--- src/rtl/seg_scan_pkg.sv ---
// Shared constants and types for the multiplexed 7-segment scanner.
package seg_scan_pkg;

  localparam logic [31:0] ADDR_B0 = 32'h0000_00B0;
  localparam logic [31:0] ADDR_B4 = 32'h0000_00B4;
  localparam logic [31:0] ADDR_B8 = 32'h0000_00B8;
  localparam logic [31:0] ADDR_BC = 32'h0000_00BC;

  localparam int NUM_DIGITS = 6;

  localparam logic [6:0] SEG_BLANK = 7'h7F;
  localparam logic [5:0] DIG_OFF   = 6'h3F;

  typedef enum logic {
    ST_SHOW  = 1'b0,
    ST_BLANK = 1'b1
  } scan_state_t;

endpackage

--- src/rtl/seven_seg.sv ---
// Hex nibble to active-low 7-segment code, bit 0 = segment a.
module seven_seg (
  input  logic [3:0] nibble,
  output logic [6:0] seg
);

  // Pure lookup; segments are driven low to light.
  always_comb begin
    seg = 7'h7F;
    case (nibble)
      4'h0:    seg = ~7'h3F;
      4'h1:    seg = ~7'h06;
      4'h2:    seg = ~7'h5B;
      4'h3:    seg = ~7'h4F;
      4'h4:    seg = ~7'h66;
      4'h5:    seg = ~7'h6D;
      4'h6:    seg = ~7'h7D;
      4'h7:    seg = ~7'h07;
      4'h8:    seg = ~7'h7F;
      4'h9:    seg = ~7'h6F;
      4'hA:    seg = ~7'h77;
      4'hB:    seg = ~7'h7C;
      4'hC:    seg = ~7'h39;
      4'hD:    seg = ~7'h5E;
      4'hE:    seg = ~7'h79;
      4'hF:    seg = ~7'h71;
      default: seg = 7'h7F;
    endcase
  end

endmodule

--- src/rtl/seg_scan_control.sv ---
// Six-digit multiplexed 7-segment scan controller with a bus-written
// digit store. Optional brightness duty control under SEG_SCAN_BRIGHT_EN.
module seg_scan_control
  import seg_scan_pkg::*;
#(
  parameter int SHOW_CYC  = 1000,
  parameter int BLANK_CYC = 4
) (
  input  logic        clock,
  input  logic        resetn,
  input  logic [31:0] addr,
  input  logic [31:0] data_in,
  input  logic        output_write,
  output logic [6:0]  seg_out,
  output logic [5:0]  digit_en
);

  localparam int MAX_CYC = (SHOW_CYC > BLANK_CYC) ? SHOW_CYC : BLANK_CYC;
  // At least 3 bits so the duty comparison always has counter[2:0].
  localparam int CW = ($clog2(MAX_CYC) < 3) ? 3 : $clog2(MAX_CYC);

  scan_state_t                 state_r;
  logic [CW-1:0]               cnt_r;
  logic [2:0]                  idx_r;
  logic [NUM_DIGITS-1:0]       valid_r;
  logic [NUM_DIGITS-1:0][3:0]  nib_r;
  logic                        sel_valid_s;
  logic [3:0]                  sel_nib_s;
  logic [6:0]                  seg_code_s;
  logic                        show_en_s;
  logic                        unused_s;

`ifdef SEG_SCAN_BRIGHT_EN
  logic [2:0]                  duty_r;
`endif

  assign unused_s = ^data_in[31:8];

  // Digit store: bus writes load nibble pairs, unmapped addresses blank all.
  always_ff @(posedge clock) begin
    if (!resetn) begin
      valid_r <= {NUM_DIGITS{1'b0}};
      nib_r   <= '0;
`ifdef SEG_SCAN_BRIGHT_EN
      duty_r  <= 3'd7;
`endif
    end else if (output_write) begin
      case (addr)
        ADDR_B0: begin
          nib_r[0]     <= data_in[3:0];
          nib_r[1]     <= data_in[7:4];
          valid_r[1:0] <= 2'b11;
        end
        ADDR_B4: begin
          nib_r[2]     <= data_in[3:0];
          nib_r[3]     <= data_in[7:4];
          valid_r[3:2] <= 2'b11;
        end
        ADDR_B8: begin
          nib_r[4]     <= data_in[3:0];
          nib_r[5]     <= data_in[7:4];
          valid_r[5:4] <= 2'b11;
        end
`ifdef SEG_SCAN_BRIGHT_EN
        ADDR_BC: begin
          duty_r <= data_in[2:0];
        end
`endif
        default: begin
          valid_r <= {NUM_DIGITS{1'b0}};
        end
      endcase
    end
  end

  // Scan FSM: SHOW for SHOW_CYC cycles, BLANK for BLANK_CYC, then next digit.
  always_ff @(posedge clock) begin
    if (!resetn) begin
      state_r <= ST_SHOW;
      cnt_r   <= {CW{1'b0}};
      idx_r   <= 3'd0;
    end else begin
      case (state_r)
        ST_SHOW: begin
          if (cnt_r == CW'(SHOW_CYC - 1)) begin
            state_r <= ST_BLANK;
            cnt_r   <= {CW{1'b0}};
          end else begin
            cnt_r   <= cnt_r + {{(CW-1){1'b0}}, 1'b1};
          end
        end
        ST_BLANK: begin
          if (cnt_r == CW'(BLANK_CYC - 1)) begin
            state_r <= ST_SHOW;
            cnt_r   <= {CW{1'b0}};
            idx_r   <= (idx_r == 3'(NUM_DIGITS - 1)) ? 3'd0 : idx_r + 3'd1;
          end else begin
            cnt_r   <= cnt_r + {{(CW-1){1'b0}}, 1'b1};
          end
        end
        default: begin
          state_r <= ST_SHOW;
          cnt_r   <= {CW{1'b0}};
          idx_r   <= 3'd0;
        end
      endcase
    end
  end

  // Select the slot addressed by the scan index.
  always_comb begin
    sel_valid_s = 1'b0;
    sel_nib_s   = 4'h0;
    case (idx_r)
      3'd0:    begin sel_valid_s = valid_r[0]; sel_nib_s = nib_r[0]; end
      3'd1:    begin sel_valid_s = valid_r[1]; sel_nib_s = nib_r[1]; end
      3'd2:    begin sel_valid_s = valid_r[2]; sel_nib_s = nib_r[2]; end
      3'd3:    begin sel_valid_s = valid_r[3]; sel_nib_s = nib_r[3]; end
      3'd4:    begin sel_valid_s = valid_r[4]; sel_nib_s = nib_r[4]; end
      3'd5:    begin sel_valid_s = valid_r[5]; sel_nib_s = nib_r[5]; end
      default: begin sel_valid_s = 1'b0;       sel_nib_s = 4'h0;     end
    endcase
  end

  // Digit drive gating: continuous, or limited to the duty window.
  always_comb begin
`ifdef SEG_SCAN_BRIGHT_EN
    if (cnt_r[2:0] <= duty_r) begin
      show_en_s = 1'b1;
    end else begin
      show_en_s = 1'b0;
    end
`else
    show_en_s = 1'b1;
`endif
  end

  seven_seg u_seven_seg (
    .nibble (sel_nib_s),
    .seg    (seg_code_s)
  );

  // Registered display outputs, one cycle behind the scan/slot state.
  always_ff @(posedge clock) begin
    if (!resetn) begin
      seg_out  <= SEG_BLANK;
      digit_en <= DIG_OFF;
    end else if ((state_r == ST_SHOW) && sel_valid_s) begin
      seg_out  <= seg_code_s;
      digit_en <= show_en_s ? ~(6'b00_0001 << idx_r) : DIG_OFF;
    end else begin
      seg_out  <= SEG_BLANK;
      digit_en <= DIG_OFF;
    end
  end

endmodule

--- config.mk ---
export PLATFORM = sky130hd
export DESIGN_NAME = seg_scan_control
export DESIGN_NICKNAME = d
export VERILOG_FILES = /design/src/rtl/seg_scan_pkg.sv /design/src/rtl/seven_seg.sv /design/src/rtl/seg_scan_control.sv
export SDC_FILE = /design/constraint.sdc
export NUM_CORES = 1
export LEC_CHECK = 0
export CAP_MARGIN = 20
export CORE_ASPECT_RATIO = 0.6
export CORE_MARGIN = 2
export CORE_UTILIZATION = 46
export DETAILED_ROUTE_END_ITERATION = 10
export GPL_TIMING_DRIVEN = 0
export PLACE_DENSITY = 0.84
export REMOVE_ABC_BUFFERS = 1
export SYNTH_ARGS = -nofsm -noshare
export SYNTH_HDL_FRONTEND = slang
export SYNTH_SLANG_ARGS = --single-unit
--- constraint.sdc ---
create_clock -name clock -period 3.22 [get_ports clock]
set_clock_uncertainty 0.05 [all_clocks]
set_input_delay 0.483 -clock clock [delete_from_list [all_inputs] [get_ports clock]]
set_output_delay 0.483 -clock clock [all_outputs]
set_load 0.01 [all_outputs]
==> implementation parameters <==
Parameter                              Value

Drt
  Mean routed wirelength per cell    ~15 um
  Detailed-route vias per instance    between 5 and 6
  First-iteration detailed-routing DRC count    91
  Total number of vias    2,012
  Routed wire length    5630 um
  Number of iterations in the first detailed-routing pass    5
  # DRC    0
  Number of nets with antenna violations after routing    0

Synthesis
  Share of synthesized registers carrying an async set or reset    0
  Dominant cells by area after synthesis    dfxtp_1 42%, mux2i_1 13%, nor2b_1 6.9%
  Number of enable flip-flop cells after synthesis    0
  Warning count from the yosys run    0
  Post-synthesis register bit count    54
  Count of mapped cells out of synthesis    255
  Share of the synthesized area in the top cell type    0.424
  Largest family of logic cells by synthesized area    simple AND/OR/NAND/NOR gates
  Ranking of synthesized cells by instance count    54 x dfxtp_1, 32 x mux2i_1, 28 x nor2b_1
  Leading area contributor after synthesis    dfxtp_1
  Top flip-flop cell by instance count after synthesis    dfxtp_1
  Synth Area in Compound Gates    0.0854
  Post-synthesis mux area share    0.159
  Number of different library cells in the post-synthesis netlist    48
  Synth Area in Adders    0.0393
  Most frequent cell after synthesis    dfxtp_1
  Cell area after technology mapping    2550 sq um
  Post-synthesis sequential area ratio    0.424
  Xor/xnor share of the synthesized area    0.0309
  Average instance area after synthesis    10.0 sq um
  Synth Area in Simple Gates    0.223

Worst setup path
  Crit. End Element    register
  Worst Path Class, Setup    reg2reg
  Crit Path Max Fanout    14
  Arrival time reported for the critical path endpoint    3.11 ns
  Crit path launch type    register
  Worst EP required    about 3.4 ns

Pwr
  Pleak    between 1 and 1.5 nW
  PnR Total Power    1.13 mW
  Pwr Density    348 nW/um^2
  VDD IR-drop max    between 0.2 and 0.25 mV

Global route
  Wire length of the first global-routing pass    9000 um
  Number of antenna violations at the first check in global routing    0
  GR Overflow Total    0
  Maximum number of pins on one net before global-route repair    34
  Total routing resource utilization after global routing    0.190
  Via count of the first global-routing pass    1,877

Clock tree
  Clk Latency, worst-skew pair    0.31 ns
  CTS buffer count    5
  CTS clk-pin slew, worst paths    around 0.10 ns
  Hold-fix buffer count after cts    0
  Total number of clock tree sinks    54
  Clock tree from TritonCTS    done
  Buffer type at the clock tree root    clkbuf_8
  Number of buffers inserted to repair setup after CTS    3
  Number of buffers on the longest clock path    2
  Count of H-tree levels built during CTS    2
  Number of resized instances in the post-cts repair step    0

Timing
  Max Fclk    between 300 and 400 MHz
  Slack of the critical path    0.235 ns
  Total negative setup slack    0 ns
  Final hold slack    0.438 ns
  Setup repair after global routing missed its margin    no
  Final max-slew violation count    0
  Worst Tran Pin Value    about 1.0 ns
  Count of final setup violators    0
  Period utilization    0.927
  Final Hold Fails    0
  Rel. slew slack    0.307
  Final critical-path required period    2.98 ns

Cells and area
  Proportion of layout cells with a drive suffix above 1    0.0804
  Total of fill cells in the finished design    436
  Non-filler instance count after layout    377
  Area delta synth->final    27.3%
  Post-Route Utilization    0.624
  Number of inserted diodes    0
  Summed area of non-filler cells in the final layout    3250 sq um
  Number of nets in the layout    roughly 390

Die
  Floorplan die area    6170 sq um
  Area of the core    5200 sq um
  # IOs    80
  Die Y-Extent    between 60 and 70 um
  Rows    20
  Starting utilization of the core area    0.490
  Die X    between 100 and 150 um

Place
  Post-detailed-placement cell area    3130 sq um
  Post-DP HPWL    4140 um
  Placer's final routability congestion estimate    a little under 0.8
  Port Buf Inserts    55
  Number of cells in the design after placement    around 370
  Pre-CTS setup slack    -0.0566 ns

Min path
  Type of the worst min-delay path    reg2reg

Flow run
  Max-cap viol count    0

Status
  Outcome    complete, no violations
==> layer usage <==
metal  routed length [um]  part of all wire  track usage  up-vias
met5                    0                 0            0        -
met4                   61             0.011       0.0685        0
met3                  518             0.092       0.0579        5
met2                 2360              0.42        0.308       78
met1                 2690              0.48        0.245      921
li1                     -                 -            -     1008
==> flip-flops by register name, indices dropped and copies added (netlist names) <==
register / flops
digit_en: 6
valid_r: 3
idx_r: 3
state_r: 1
seg_out: 7
nib_r: 24
cnt_r: 10
==> power breakdown <==
part,switching (mW),internal (mW),total [mW]
Clock,0.222,0.153,0.376
Combinational,0.0252,0.0562,0.0814
Sequential,0.00384,0.670,0.674
Total,0.251,0.880,1.13
==> final timing paths <==
path / startpoint / end / slack (ns) / cells past startpoint
worst max-delay path: idx_r[2] / seg_out[0] / 0.24 / 9
worst min-delay path: cnt_r[0] / cnt_r[0] / 0.44 / 1
worst max register to register: idx_r[2] / seg_out[0] / 0.24 / 9
worst min register to register: cnt_r[0] / cnt_r[0] / 0.44 / 1
==> cell families after synthesis <==
family / Yosys count
and+or+nand+nor: 99
DFF: 54
muxes: 37
AOI/OAI and AO/OA: 29
buffers and inverters: 19
xor gates and xnor gates: 9
adders and majority gates: 8
==> critical path: stages, from the launching register on <==
cell	delay, ns
dfxtp_1	0.75
inv_1	0.21
ha_1	0.37
nand2_1	0.11
o31ai_1	0.07
a311oi_1	0.50
buf_2	0.31
or2b_1	0.24
o22ai_1	0.13
o21ai_0	0.10
==> cell type report <==
cell class,instances,area (sq um),area share
clock buffer,5,68.8,0.0212
clock inverter,3,21.3,0.00655
inverter,7,26.3,0.00809
multi-input combinational,182,1380,0.424
sequential,54,1080,0.333
tap,66,82.6,0.0254
timing repair buffer,60,589,0.182
==> cell usage in the layout (no fill, tap or decap), types with 5 or more instances in the layout <==
cell type	count
clkdlybuf4s50_1	55
nor4_1	7
nand3_1	7
clkbuf_8	5
nor2b_1	28
a21oi_1	5
dfxtp_1	54
o21ai_0	8
nor2_1	13
ha_1	8
mux2i_1	32
inv_1	6
nand2_1	13
and3_1	5
and2_1	5
xnor2_1	6
Note: power is estimated with default switching activity, not from simulation.
==> edit 1 (config.mk and constraints unchanged) <==
Build with the macro `SEG_SCAN_BRIGHT_EN` defined.
--- a/src/rtl/seg_scan_control.sv
+++ b/src/rtl/seg_scan_control.sv
@@ -2,2 +2,4 @@
 // digit store. Optional brightness duty control under SEG_SCAN_BRIGHT_EN.
+`define SEG_SCAN_BRIGHT_EN
+
 module seg_scan_control
Function: changed (a bounded check fails within 4 cycles, from zero or initial values and one cycle with resetn low).
==> edit 1 against the unedited design <==
- non-clock buffer count fell by 5
- hold slack got worse by 0.023 ns
- routed wire length rose by 10%
- count of clock-buffer cells in the layout rose by 5
- maximum frequency rose by 3.7%
- total power rose by 31%
- sequential cell count rose by 3
- final area rose by 13%
- final cell count rose by 15%
- area after synthesis rose by 13%
- via count rose by 13%
- first-iteration DRC count rose by 16%
- worst setup slack improved by 0.11 ns
==> edit 1: results (changes against the unedited design) <==
* Synthesis-to-finish area growth at 27.8%
* WL/cell at 14.4 um (-3.6%)
* Overall Global Routing Usage at 19.5% (+0.55 points)
* Post-Synth XOR/XNOR Area at 2.74% (-0.35 points)
* Dpl cell area at 3470 um^2 (+11%)
* Fillers at 520 (+19%)
* Inserted Clock Buffers at 9 (+4)
* Clk Latency, worst-skew pair at 0.34 ns (+0.03 ns)
* #MultiIn Comb at 210 (+15%)
* Status: completed
* Non-clock buffering overhead at 15.0% (-3.2 points)
* Vias at 2,278 (+13%)
* First drt pass iteration count at 4 (-1)
* CLK BUF at 10 (+5)
* Leak pwr at 1.27 nW (+15%)
* Switching share of power at 23.5% (+1.3 points)
* Clock sink count at 57 (+5.6%)
* Non-clk bufs at 55 (-8.3%)
* Synth top cells by count: dfxtp_1, mux2i_1, nor2b_1
* Clock network contribution to total cell area at 5.31% (+2.5 points)
* Met3 GRT Util at 7.24% (+1.5 points)
* Post-CTS setup buffer count at 0 (-3)
* CTS H-tree depth at 3 (+1)
* Syn Area/Cell at 9.96 um^2 (-0.42%)
* M2 GR Usage at 30.0% (-0.81 points)
* Top cells by area, synth: dfxtp_1, mux2i_1, nor2b_1, ha_1, nor4_4
* Met1 Usage GRT at 25.7% (+1.2 points)
* Synth Area in Adders at 4.78% (+0.86 points)
* Distinct cell type count after synthesis at 54 (+13%)
## edit 1: per-stage QoR
step	TNS [ns]	worst slack, ns	hold slack, ns	power, mW	std cells
final	0	0.343	0.415	1.48	432
after global routing	0	0.0904	0.456	1.54	432
after CTS	0	0.133	0.419	1.50	432
after detailed placement	-0.644	-0.170	0.405	0.837	416
after global placement	-0.217	-0.0920	0.392	0.835	416
after floorplan	0	0.415	0.374	0.759	277
## edit 1: worst paths after layout
check | from | end | slack, ns
setup / recovery | idx_r[2]$_SDFFE_PN0P_ | seg_out[4]$_SDFF_PN1_ | 0.34
hold / removal | cnt_r[0]$_SDFF_PN0_ | cnt_r[0]$_SDFF_PN0_ | 0.41
setup reg to reg | idx_r[2]$_SDFFE_PN0P_ | seg_out[4]$_SDFF_PN1_ | 0.34
hold reg to reg | cnt_r[0]$_SDFF_PN0_ | cnt_r[0]$_SDFF_PN0_ | 0.41
## edit 1: critical path, cell delays in order, from the launching register on
cell and delay [ns]:
dfxtp_2 0.63, inv_1 0.17, ha_1 0.34, nand2_1 0.10, o21ai_0 0.10, a311oi_2 0.51
inv_1 0.15, ha_1 0.25, inv_1 0.08, a21oi_1 0.06, a21oi_1 0.17, o221ai_1 0.13
## edit 1: metal layers
layer | share of wire (%) | vias up
li1 | - | 1138
met1 | 50 | 1069
met2 | 42 | 62
met3 | 6.5 | 9
met4 | 1.2 | 0
met5 | 0 | -
## edit 1: power by group through the flow
stage / clock network (mW) / registers, mW / logic (mW)
final: 0.664 / 0.715 / 0.107
after global routing: 0.712 / 0.715 / 0.115
after CTS: 0.674 / 0.715 / 0.107
after detailed placement: 0 / 0.731 / 0.107
after global placement: 0 / 0.730 / 0.104
after floorplan: 0 / 0.730 / 0.0293
==> edit 2 (same settings) <==
Made on the original files. Put one more register stage on the output `digit_en`, with the module's reset. The value now appears one clock later. The other outputs are not delayed to match.
--- a/src/rtl/seg_scan_control.sv
+++ b/src/rtl/seg_scan_control.sv
@@ -20,2 +20,4 @@
   localparam int CW = ($clog2(MAX_CYC) < 3) ? 3 : $clog2(MAX_CYC);
+
+  logic [5:0] digit_en_s0;
 
@@ -146,9 +148,17 @@
       seg_out  <= SEG_BLANK;
-      digit_en <= DIG_OFF;
+      digit_en_s0 <= DIG_OFF;
     end else if ((state_r == ST_SHOW) && sel_valid_s) begin
       seg_out  <= seg_code_s;
-      digit_en <= show_en_s ? ~(6'b00_0001 << idx_r) : DIG_OFF;
+      digit_en_s0 <= show_en_s ? ~(6'b00_0001 << idx_r) : DIG_OFF;
     end else begin
       seg_out  <= SEG_BLANK;
-      digit_en <= DIG_OFF;
+      digit_en_s0 <= DIG_OFF;
+    end
+  end
+
+  always_ff @(posedge clock) begin
+    if (!resetn) begin
+      digit_en <= '0;
+    end else begin
+      digit_en <= digit_en_s0;
     end
Formal check against the unedited RTL: not equivalent (Yosys sat finds a counterexample within 4 cycles, from zero or initial values and one cycle with resetn low).
==> edit 2 against the unedited design <==
- total power grew 42%
- sequential cell count grew 6
- routed wire length grew 5.0%
- maximum frequency grew 1.2%
- highest routed layer unchanged
- final area grew 9.2%
- worst setup slack gained 0.035 ns
- largest power group unchanged
- area after synthesis grew 6.1%
- critical path depth shrank 1
- hold slack lost 0.053 ns
- synthesized cell count grew 7.1%
- combinational power grew 19%
==> edit 2: results (changes against the unedited design) <==
* Status: completed
* Fillers at 460 (+5.5%)
* Final WL at 5910 um (+5.0%)
* RR Endpoint: seg_out[3]$_SDFF_PN1_
* Area of the multi-input gates at 1400 um^2 (+1.5%)
* Max incr delay on CP at 0.68 ns (-0.07 ns)
* #MultiIn Comb at 193 (+6.0%)
* Non-clock buffering overhead at 16.6% (-1.6 points)
* First drt pass iteration count at 4 (-1)
* Crit path max-delay family: flip-flops
* Crit path DAT at 3.13 ns (+0.02 ns)
* Hold Slack at 0.385 ns (-0.0530 ns)
* Dpl cells at 397 (+8.5%)
* WL/cell at 14.2 um (-5.1%)
* Largest net degree at the start of global routing at 40 (+18%)
* CP Max Fanout at 15 (+1)
* Seq_cells at 60 (+11%)
* Layout net count at 407 (+5.7%)
* Nonclk inv count at 9 (+2)
* Sequential cell area fraction in the yosys report at 44.4% (+2.0 points)
* Sequential fraction of total cell area at 33.9% (+0.61 points)
* CLK BUF at 9 (+4)
* Top cells by area, synth: dfxtp_1, mux2i_1, nor2b_1, ha_1, and2_1
* Pwr per Cell Area at 452 nW/um^2 (+30%)
* Hold_sp: digit_en_s0[0]$_SDFF_PN1_
* Post-DP HPWL at 4210 um (+1.7%)
* Max_slew headroom at 26.9% (-3.8 points)
* Worst setup margin at 0.270 ns (+0.0348 ns)
* First-pass GRT wire length at 9560 um (+6.1%)
* GPL Wtd Cong at 0.878 (+12%)
* Syn Area/Cell at 9.91 um^2 (-0.91%)
* Overall Global Routing Usage at 19.3% (+0.31 points)
* Clk slew on worst S/H paths at 0.07 ns (-0.03 ns)
* VDD IR max at 0.274 mV (+11%)
* Dpl cell area at 3280 um^2 (+4.8%)
==> edit 2: cell types whose count changed after synthesis, sizes merged, moves of 3 or more <==
cell / delta
dfxtp: +6
nor2: +6
nand3: +3
buf: -3
o21ai: -3
and2: +7
==> edit 2: metal layers <==
metal  up-vias  wire length (um)  global-route usage (%)  part of all wire [%]
met4         0                57                    7.40                  0.96
met2        87              2490                    29.5                    42
met5         -                 0                       0                     0
met3         4               559                    5.88                   9.5
li1       1073                 -                       -                     -
met1       985              2800                    25.5                    47
==> edit 2: cells by family after synthesis <==
family | after synthesis | share of synthesized area, %
buffers and inverters | 20 | 3.93
adder cells (fa/ha/maj) | 8 | 3.70
AND/OR/NAND/NOR | 111 | 23.6
AO/OA/AOI/OAI | 28 | 7.31
XOR/XNOR | 10 | 3.24
flip-flops | 60 | 44.4
multiplexers | 36 | 13.8
==> edit 2: where the power goes <==
part / switching [mW] / internal (mW)
Combinational: 0.0308 / 0.0660
Clock: 0.314 / 0.439
Sequential: 0.00456 / 0.749
Total: 0.349 / 1.25
